--- config.mk ---
export PLATFORM = sky130hd
export DESIGN_NAME = adder_share_ctrl
export DESIGN_NICKNAME = d
export VERILOG_FILES = /design/src/rtl/guihca_pkg.sv /design/src/rtl/adder_share_ctrl_hold_timer.sv /design/src/rtl/adder_share_ctrl.sv
export SDC_FILE = /design/constraint.sdc
export NUM_CORES = 1
export LEC_CHECK = 0
export CORE_MARGIN = 4
export CORE_UTILIZATION = 49
export DETAILED_ROUTE_END_ITERATION = 10
export PLACE_DENSITY = 0.76
export SYNTH_ARGS = -nofsm -noshare
export SYNTH_HDL_FRONTEND = slang
export SYNTH_SLANG_ARGS = --single-unit
--- constraint.sdc ---
create_clock -name clk -period 1.78 [get_ports clk]
set_input_delay 0.178 -clock clk [delete_from_list [all_inputs] [get_ports clk]]
set_output_delay 0.178 -clock clk [all_outputs]
set_load 0.05 [all_outputs]
--- src/rtl/guihca_pkg.sv ---
// rtl/guihca_pkg.sv - shared types, defaults and arbitration helper for adder_share_ctrl
package guihca_pkg;

  // Controller sequencing: wait, grant pulse, accumulate, paced display hold
  typedef enum logic [1:0] {
    IDLE  = 2'd0,
    GRANT = 2'd1,
    ADD   = 2'd2,
    HOLD  = 2'd3
  } state_e;

  // Requester identity, used both for the current selection and the last-served pointer
  typedef enum logic {
    SRC_A = 1'b0,
    SRC_B = 1'b1
  } src_e;

  localparam int          DEF_DATA_W    = 8;
  localparam logic [23:0] DEF_MAX_COUNT = 24'd10_000_000;

  // Round-robin pick: a lone requester wins; on contention the one not served last wins
  function automatic src_e pick_winner(input logic a, input logic b, input src_e last);
    src_e win;
    if (a && b) begin
      win = (last == SRC_B) ? SRC_A : SRC_B;
    end else if (a) begin
      win = SRC_A;
    end else begin
      win = SRC_B;
    end
    return win;
  endfunction

endpackage

--- src/rtl/adder_share_ctrl_hold_timer.sv ---
// rtl/adder_share_ctrl_hold_timer.sv - display pacing counter with clear and terminal-count flag
module hold_timer
  import guihca_pkg::*;
#(
  parameter logic [23:0] MAX_COUNT = DEF_MAX_COUNT
) (
  input  logic clk,
  input  logic rst,
  input  logic start,
  output logic done
);

  logic [23:0] count_q;
  logic [23:0] count_d;

  // Clear on start so the first cycle after start reads zero; otherwise count up.
  // The count is only meaningful while the owner is holding, so wrap is harmless.
  always_comb begin
    count_d = count_q + 24'd1;
    if (start) begin
      count_d = '0;
    end
  end

  // Counter register
  always_ff @(posedge clk) begin
    if (rst) begin
      count_q <= '0;
    end else begin
      count_q <= count_d;
    end
  end

  assign done = (count_q == (MAX_COUNT - 24'd1));

endmodule

--- src/rtl/adder_share_ctrl.sv ---
// rtl/adder_share_ctrl.sv - round-robin sharing of one add/accumulate datapath between two requesters
module adder_share_ctrl
  import guihca_pkg::*;
#(
  parameter logic [23:0] MAX_COUNT = DEF_MAX_COUNT,
  parameter int          DATA_W    = DEF_DATA_W
) (
  input  logic              clk,
  input  logic              rst,
  input  logic              req_a,
  input  logic [DATA_W-1:0] data_a,
  output logic              gnt_a,
  input  logic              req_b,
  input  logic [DATA_W-1:0] data_b,
  output logic              gnt_b,
  input  logic              clr,
  output logic [DATA_W-1:0] acc_out,
  output logic              ovf,
  output logic              busy
);

  state_e            state_q, state_d;
  src_e              sel_q, sel_d;
  src_e              last_q, last_d;
  logic [DATA_W-1:0] operand_q, operand_d;
  logic [DATA_W-1:0] acc_q, acc_d;
  logic              ovf_q, ovf_d;
  logic [DATA_W:0]   sum;
  logic              timer_start;
  logic              timer_done;

  hold_timer #(
    .MAX_COUNT(MAX_COUNT)
  ) u_hold_timer (
    .clk  (clk),
    .rst  (rst),
    .start(timer_start),
    .done (timer_done)
  );

  // Next-state, arbitration and operand capture; requests are only looked at in IDLE
  always_comb begin
    state_d     = state_q;
    sel_d       = sel_q;
    last_d      = last_q;
    operand_d   = operand_q;
    timer_start = 1'b0;
    case (state_q)
      IDLE: begin
        if (req_a || req_b) begin
          sel_d   = pick_winner(req_a, req_b, last_q);
          state_d = GRANT;
        end
      end
      GRANT: begin
        operand_d = (sel_q == SRC_A) ? data_a : data_b;
        last_d    = sel_q;
        state_d   = ADD;
      end
      ADD: begin
        timer_start = 1'b1;
        state_d     = HOLD;
      end
      HOLD: begin
        if (timer_done) begin
          state_d = IDLE;
        end
      end
      default: begin
        state_d = IDLE;
      end
    endcase
  end

  // Control registers; reset aborts any grant or add in flight
  always_ff @(posedge clk) begin
    if (rst) begin
      state_q   <= IDLE;
      sel_q     <= SRC_A;
      last_q    <= SRC_B;
      operand_q <= '0;
    end else begin
      state_q   <= state_d;
      sel_q     <= sel_d;
      last_q    <= last_d;
      operand_q <= operand_d;
    end
  end

  assign sum = {1'b0, acc_q} + {1'b0, operand_q};

  // Accumulator update; clear outranks a coinciding add and drops its operand
  always_comb begin
    acc_d = acc_q;
    ovf_d = ovf_q;
    if (clr) begin
      acc_d = '0;
      ovf_d = 1'b0;
    end else if (state_q == ADD) begin
      acc_d = sum[DATA_W-1:0];
      ovf_d = ovf_q | sum[DATA_W];
    end
  end

  // Accumulator and sticky carry registers
  always_ff @(posedge clk) begin
    if (rst) begin
      acc_q <= '0;
      ovf_q <= 1'b0;
    end else begin
      acc_q <= acc_d;
      ovf_q <= ovf_d;
    end
  end

  assign gnt_a   = (state_q == GRANT) && (sel_q == SRC_A);
  assign gnt_b   = (state_q == GRANT) && (sel_q == SRC_B);
  assign busy    = (state_q != IDLE);
  assign acc_out = acc_q;
  assign ovf     = ovf_q;

endmodule
---- Yosys cells after proc, flatten, opt, wreduce, memory -nomap -nowiden ----
Index checks and enable logic that the tools add are counted.
word-level totals
  register bits ........................... 45
  input bits .............................. 21
  output and inout bits ................... 12
cells by class
  $add $sub $neg .......................... 2
  eq/ne operators ......................... 6
  muxes and demuxes ....................... 8
  bitwise operators ....................... 2
  reduce and logical (&&, ||, !) cells .... 10
operator list
  kind                     count
  $add A24 B1 Y24 const B  1
  $eq A24 B24 Y1 const B   1
  $add A8 B8 Y9            1
  $mux W8                  1
  $pmux W2 S4              1
  $eq A2 B2 Y1 const B     2
  $mux W1                  4
  $mux W2                  2
  $ne A2 B2 Y1 const B     2
  $reduce_and A2 Y1        2
  $reduce_or A2 Y1         2
  $logic_and A1 B1 Y1      3
  $eq A2 B1 Y1 const B     1
  $logic_not A2 Y1         1
  $reduce_bool A2 Y1       1
  $logic_or A1 B1 Y1       1
  $not A1 Y1               1
  $or A1 B1 Y1             1

---- Logic depth before layout (Yosys ltp) ----
Gate-level depths: netlist of the first run.
  depth after elaboration ................. 3
  gate-level depth with buffers ........... 7
  mapped depth without buffers ............ 7

---- Cells and area by module ----
Synthesis of the first run repeated with hierarchy kept, for this count alone.
unflattened totals
  cell total of the unflattened synthesis .. 266
  area total of the unflattened synthesis .. 2373.5 µm²
modules (own cells, without submodules)
  module            times used  cells an instance  area an instance (µm²)  sequential area each (µm²)
  adder_share_ctrl  1           137                1251.2                  420.4
  hold_timer        1           129                1122.3                  480.5

---- Worst setup path after synthesis of the first run ----
No wires, ideal clock.
  path kind ............................... register to register
  start point ............................. register acc_q[0] (netlist: acc_out[0])
  end point ............................... register acc_q[6] (netlist: acc_out[6])
  setup time .............................. 123 ps
  arrival time ............................ 1834 ps
  data required time ...................... 1657 ps
  path slack .............................. -177 ps
  stages on the path, launching flop included .. 8
  path through ............................ dfxtp_1 ha_1 fa_1 a21oi_1 o21ai_0 a21oi_1 xor2_1 o21ai_0
on the way
  longest elaborated chain between the ends .. 1
RTL lines
  item                    line                     text
  start, declared         adder_share_ctrl.sv:26   logic [DATA_W-1:0] acc_q, acc_d;
  start signal, assigned  adder_share_ctrl.sv:108  acc_q <= '0;
  start signal, assigned  adder_share_ctrl.sv:111  acc_q <= acc_d;
  $add A8 B8 Y9           adder_share_ctrl.sv:90   assign sum = {1'b0, acc_q} + {1'b0, operand_q};
Every way passes these cells.
A chain may end at the register's enable or synchronous reset.

---- Final worst setup path of the first run ----
  start point ............................. register acc_q[0] (netlist: acc_out[0])
  end point ............................... output port acc_out[0]
RTL lines
  item           line                    text
  end, declared  adder_share_ctrl.sv:17  output logic [DATA_W-1:0] acc_out,
No word-level cell between the ends.

==> impl_metrics.tcl, run 1 <==
set metrics [dict create \
    path_max_fanout 2 \
    hold_start "last_q$_SDFFE_PP1N_" \
    r2r_end "acc_out[7]$_SDFFE_PP0P_" \
    clockBufferDepth 2 \
    p_leak_nw 1.16 \
    period_share_pct 95.7 \
    clkSlewWorstSetupHoldPaths_ns 0.08 \
    fill_cells 371 \
    yosysSeqAreaShare_pct 39.5 \
    fin_crit_ns 1.70 \
    drc 0 \
    power_density_nw_per_um2 1060 \
    die-area_sq_um 5810 \
    ys_warn_count 0 \
    antenna_found_initial 0 \
    rsz0062_at_grt "yes" \
    worstPathRequired_ns 1.60 \
    place.gp.congestion 0.780 \
    cts_sinks 45 \
    cts_tree "built" \
    antenna_cells 0 \
    hold_class "reg -> reg" \
    worst_pin_slew_ns 0.507 \
    synth-seq-cells 45 \
    finalSetupTns_ns 0 \
    antenna_left 0 \
    wl_per_cell_um 13.3 \
    io_pins 33 \
    whs_endpoint "last_q$_SDFFE_PP1N_" \
    grt_max_degree 25 \
    vias 1879 \
    holdPathStages 1 \
    clock.fmax_mhz 587 \
    setup_viol 0 \
    portBuffers 32 \
    final_layout_size_suffix_gt1_share_pct 14.3 \
    hold_violations 0 \
    cts_buffers 5 \
    root_buffer "clkbuf_8" \
    worstSetupEndpointType "output port" \
    fin_nets 327 \
    initial_core_util_pct 51.6 \
    cts_setup_buffers 0 \
    dieWidth_um 76.2 \
    reg2reg_setup_slack_ns 0.10 \
    dp_hpwl_um 3330 \
    postSynthAreaPerCell_sq_um 9.08 \
    firstDrtPassIters 4 \
    critPathKind "reg -> out" \
    syn_area_sq_um 2280 \
    final_max_slew_viol_count 0 \
    clk_latency_ns 0.29 \
    power_w 0.00307 \
    cp-start-kind "flop" \
    final_core_util_pct 65.8 \
    skew_ns 0.00557 \
    ir_worst_vdd_v 0.000510 \
    cp.arrival_ns 1.52 \
    grt_util_all_layers_pct 15.6 \
    drt_wl_total_um 4570 \
    r2r_cells 6 \
    syn-num-nets 286 \
    rows 24 \
    relSlewSlack_pct 66.1 \
    coreArea_sq_um 4410 \
    cts_hold_buf 0 \
    outcome "finished, final reports clean" \
    grt_pass1_wl_um 7690 \
    vias_per_cell 5.45 \
    ys_types 40 \
    drt_first_iter_violations 86 \
    grt_overflow 0 \
    grt_pass1_vias 1732 \
    worstReg2RegStart "acc_out[2]$_SDFFE_PP0P_" \
    maxCapViolations 0 \
    h-tree-depth 2 \
    die_h_um 76.2 \
    synthToLayoutAreaGrowth_pct 27.4 \
    synthCells 251 \
]
where the power goes:
part	leakage (nW)	switching, W	internal (W)
logic	0.733	0.000557	0.000458
registers	0.367	0.000121	0.00114
clock network	0.0617	0.000341	0.000457
state kept, by name, summed over array words and instances (netlist names):
name	cells
ovf	1
operand_q	8
state_q	2
u_hold_timer.count_q	24
sel_q	1
last_q	1
acc_out	8
cells in the mapped netlist:
cell       n  share of area, %
buf_2      1              0.22
or2_2      2              0.55
nor4b_1    2              0.77
nand3_4    1              0.77
ha_1      13               7.1
or3_4      1              0.49
nand4_1    9               2.5
a211o_1    1              0.38
o21ai_0    4              0.88
nand2_1   13               2.1
a31oi_1    2              0.55
inv_1      8               1.3
or4b_1     2              0.88
a32oi_1    1              0.38
and3_1     5               1.4
and4_4     1              0.49
o31ai_4    1              0.93
a211oi_2   1              0.55
and4_1     1              0.38
a211oi_1  10               3.3
nand4_2    1              0.55
nor2_1    46               7.6
fa_1       1              0.88
xor2_1    19               7.3
o21a_1     1              0.33
and3_2     1              0.33
nor3_4     1              0.71
nand3_1   13               2.9
nand3b_1   3              0.99
dfxtp_1   45                40
clkbuf_1   9               1.5
o21bai_1   1              0.33
xnor2_1    7               2.7
or3_1      1              0.27
mux2i_1   12               5.3
and2_1     1              0.27
a41o_1     1              0.44
a21oi_1    7               1.5
or2_1      1              0.27
nor3_2     1              0.44
placed cells by master, fill, tap and decap left out, types with 2 or more instances in the layout:
cell / count
nand2_1: 13
inv_1: 8
a31oi_1: 2
ha_1: 12
a21oi_2: 2
nand3_1: 13
buf_4: 12
xnor2_1: 7
clkdlybuf4s50_1: 28
clkbuf_8: 6
a21oi_1: 5
and3_1: 5
or4b_1: 2
mux2i_1: 12
or2_2: 2
nor2_1: 46
dfxtp_1: 43
buf_12: 3
a211oi_1: 10
xor2_1: 19
o21ai_0: 2
nand3b_1: 3
nand4_1: 9
how the worst max path moves through the flow:
stage                                        from                      end  slack (ns)  cells past startpoint
after floorplan           acc_out[0]$_SDFFE_PP0P_  acc_out[6]$_SDFFE_PP0P_      -0.008                      7
after global placement    acc_out[0]$_SDFFE_PP0P_  acc_out[6]$_SDFFE_PP0P_       0.009                      7
after detailed placement  acc_out[0]$_SDFFE_PP0P_  acc_out[6]$_SDFFE_PP0P_       -0.04                      7
after CTS                 acc_out[0]$_SDFFE_PP0P_  acc_out[6]$_SDFFE_PP0P_       0.007                      7
after global routing      acc_out[2]$_SDFFE_PP0P_  acc_out[7]$_SDFFE_PP0P_      -0.004                      6
final                     acc_out[0]$_SDFFE_PP0P_               acc_out[0]        0.08                      2
area by class of cell:
cell class                 instances  area [sq um]  share of cell area [%]
timing repair buffer              44           443                    15.2
multi-input combinational        188          1340                    46.2
tap                               52          65.1                    2.24
clock inverter                     2          36.3                    1.25
sequential                        45           906                    31.2
inverter                           8          30.0                    1.03
clock buffer                       6          82.6                    2.84
cell families after synthesis:
kind of cell             share of synthesized area (%)
adder cells (fa/ha/maj)                           8.01
AO/OA/AOI/OAI                                     9.60
flip-flops                                        39.5
XOR/XNOR                                          9.99
AND/OR/NAND/NOR                                   24.6
buffers and inverters                             3.02
multiplexers                                      5.27
what timing repair did:
| item | CTS | global route |
|---|---|---|
| gates resized for setup | 2 | 7 |
| pin swaps | 2 | 2 |
| setup endpoints to repair | 1 | 4 |
per-layer routing:
metal  GRT usage, %  vias up  wire, um
li1               -      958         -
met1           20.1      879      2250
met2           24.1       37      2060
met3           5.32        5       215
met4           5.77        0        55
met5              0        -         0
per-stage QoR:
step | hold WS, ns | instances | worst slack, ns | area [sq um]
finish | 0.480 | 345 | 0.0773 | 2910
floorplan | 0.277 | 251 | -0.00805 | 2280
CTS | 0.483 | 345 | 0.00719 | 2880
detailed placement | 0.463 | 337 | -0.0387 | 2750
global placement | 0.458 | 337 | 0.00873 | 2750
global route | 0.498 | 345 | -0.00374 | 2910
critical path, cell delays in order, from the launching register on:
cell and delay (ns):
dfxtp_4 0.35, buf_4 0.10, clkdlybuf4s50_1 0.79
No activity file was read; power rests on OpenSTA's default activity.
==> run 2, diff against run 1 <==
--- a/config.mk
+++ b/config.mk
@@ -8,7 +8,7 @@
 export CORE_MARGIN = 4
 export CORE_UTILIZATION = 49
 export DETAILED_ROUTE_END_ITERATION = 10
-export PLACE_DENSITY = 0.76
+export PLACE_DENSITY_LB_ADDON = 0.1
 export SYNTH_ARGS = -nofsm -noshare
 export SYNTH_HDL_FRONTEND = slang
 export SYNTH_SLANG_ARGS = --single-unit
==> impl_metrics.tcl, run 2 (synthesis results as in run 1) <==
set metrics [dict create \
    outcome "finished, final reports clean" \
    hold_violations 0 \
    antenna_found_initial 0 \
    period_share_pct 95.4 \
    wl_per_cell_um 13.0 \
    clock.fmax_mhz 589 \
    critPathKind "reg -> reg" \
    portBuffers 32 \
    top_register "u_hold_timer.count_q" \
    antenna_left 0 \
    synthToLayoutAreaGrowth_pct 24.8 \
    clockBufferDepth 2 \
    final_layout_size_suffix_gt1_share_pct 13.7 \
    rsz0062_at_grt "yes" \
    fin_ws_ns 0.0818 \
    p_leak_nw 1.12 \
    worst_pin_slew_ns 0.517 \
    firstDrtPassIters 4 \
    hold_class "reg -> reg" \
    worst_path_most_repeated_cell "a21oi_2" \
    grt_overflow 0 \
    maxCapViolations 0 \
    stdcell_area_sq_um 2840 \
    power_density_nw_per_um2 1010 \
    clk_latency_ns 0.30 \
    ir_worst_vdd_v 0.000611 \
    worstSetupEndpointType "flop" \
    grt_max_degree 25 \
    crit_buf_inv 0 \
    path_cells "ha_1 > fa_2 > a21oi_2 > o21ai_2 > a21oi_2 > xor2_1 > o21ai_0" \
    vias 1820 \
    vias_per_cell 5.29 \
    place.gp.congestion 0.814 \
    final_common_cell "nor2_1" \
    coreArea_sq_um 4410 \
    grt_pass1_wl_um 7910 \
    placed_cell_area_sq_um 2740 \
    relSlewSlack_pct 65.5 \
    drt_first_iter_violations 65 \
    topRoutingLayerUsed "met4" \
    largest_register_ffs 24 \
    grt_pass1_vias 1795 \
    initial_core_util_pct 51.6 \
    final_cell_mix "46 x nor2_1, 43 x dfxtp_1, 28 x clkdlybuf4s50_1" \
    fin_crit_ns 1.70 \
    critPathSlowestCell "fa_2" \
    finalSetupTns_ns 0 \
    cts_sinks 45 \
    die-area_sq_um 5810 \
    cts_tree "built" \
    setup_viol 0 \
    root_buffer "clkbuf_8" \
    route.met3.wl_um 212 \
    fin_nets 326 \
    drt_wl_total_um 4470 \
    path_max_fanout 3 \
    cp.arrival_ns 1.89 \
    met2WireLength_um 2170 \
    cts_buffers 5 \
    path_delay_family "adder cells" \
    final_core_util_pct 64.4 \
    met1_length_um 2030 \
    skew_ns 0.00596 \
    rows 24 \
    pre_cts_ws_ns -0.0439 \
    worstPathRequired_ns 1.97 \
    io_pins 33 \
    dp_hpwl_um 3320 \
    dieWidth_um 76.2 \
    drc 0 \
    final_max_slew_viol_count 0 \
    h-tree-depth 2 \
    cts_hold_buf 0 \
    slowest_delay_ns 0.36 \
    power_w 0.00288 \
    die_h_um 76.2 \
    grt_util_all_layers_pct 16.2 \
    clkSlewWorstSetupHoldPaths_ns 0.08 \
    cp-start-kind "flop" \
    antenna_cells 0 \
]
[run 2: cell types whose count changed in the layout (fill, tap and decap cells not counted), sizes merged]
| cell | delta |
|---|---|
| inv | -1 |
| bufinv | -1 |
| dlymetal6s2s | -1 |
| clkinv | +2 |
[run 2: area by class of cell]
cell class / count / area (sq um)
clock buffers: 6 / 72.6
clock inverters: 2 / 10.0
fillers: 379 / 1570
inverters: 8 / 30.0
multi-input cells: 188 / 1330
flip-flops and latches: 45 / 906
well taps: 52 / 65.1
repair buffers: 43 / 430
[run 2: repair_timing]
item,in CTS,in global routing
pin swaps,1,1
resized for setup,2,4
setup buffers,0,0
endpoints found under the setup margin,1,2
[run 2: worst paths after layout]
| path | startpoint | cells after the start | slack, ns | end |
|---|---|---|---|---|
| max reg2reg | acc_out[0]$_SDFFE_PP0P_ | 7 | 0.08 | acc_out[6]$_SDFFE_PP0P_ |
| min | last_q$_SDFFE_PP1N_ | 1 | 0.49 | last_q$_SDFFE_PP1N_ |
| max | acc_out[0]$_SDFFE_PP0P_ | 7 | 0.08 | acc_out[6]$_SDFFE_PP0P_ |
| min reg2reg | last_q$_SDFFE_PP1N_ | 1 | 0.49 | last_q$_SDFFE_PP1N_ |
[run 2: layer usage]
metal  up-vias  track usage (%)
met5         -                0
met4         0             4.55
met3         6             6.03
met2        28             27.1
met1       830             19.4
li1        956                -
[run 2: worst reg2reg max path, cell delays in order, from the launching register on]
cell and delay [ns]:
dfxtp_4 0.35, ha_1 0.22, fa_2 0.36, a21oi_2 0.17, o21ai_2 0.09, a21oi_2 0.14, xor2_1 0.16, o21ai_0 0.10
[run 2: report_power, final]
part | internal (W) | total (W) | switching, W
combinational | 0.000455 | 0.000998 | 0.000542
sequential | 0.00114 | 0.00127 | 0.000125
clock | 0.000272 | 0.000615 | 0.000342
[run 2: through the flow]
step,hold slack (ns),instances
after floorplan,0.277,251
after global placement,0.454,336
after detailed placement,0.478,336
after CTS,0.497,344
after global routing,0.508,344
final,0.486,344
==> run 3, diff against run 2 <==
--- a/config.mk
+++ b/config.mk
@@ -5,6 +5,7 @@
 export SDC_FILE = /design/constraint.sdc
 export NUM_CORES = 1
 export LEC_CHECK = 0
+export CAP_MARGIN = 20
 export CORE_MARGIN = 4
 export CORE_UTILIZATION = 49
 export DETAILED_ROUTE_END_ITERATION = 10
==> results of run 3 <==
The final DEF is identical to that of run 2; final timing and power are the same.
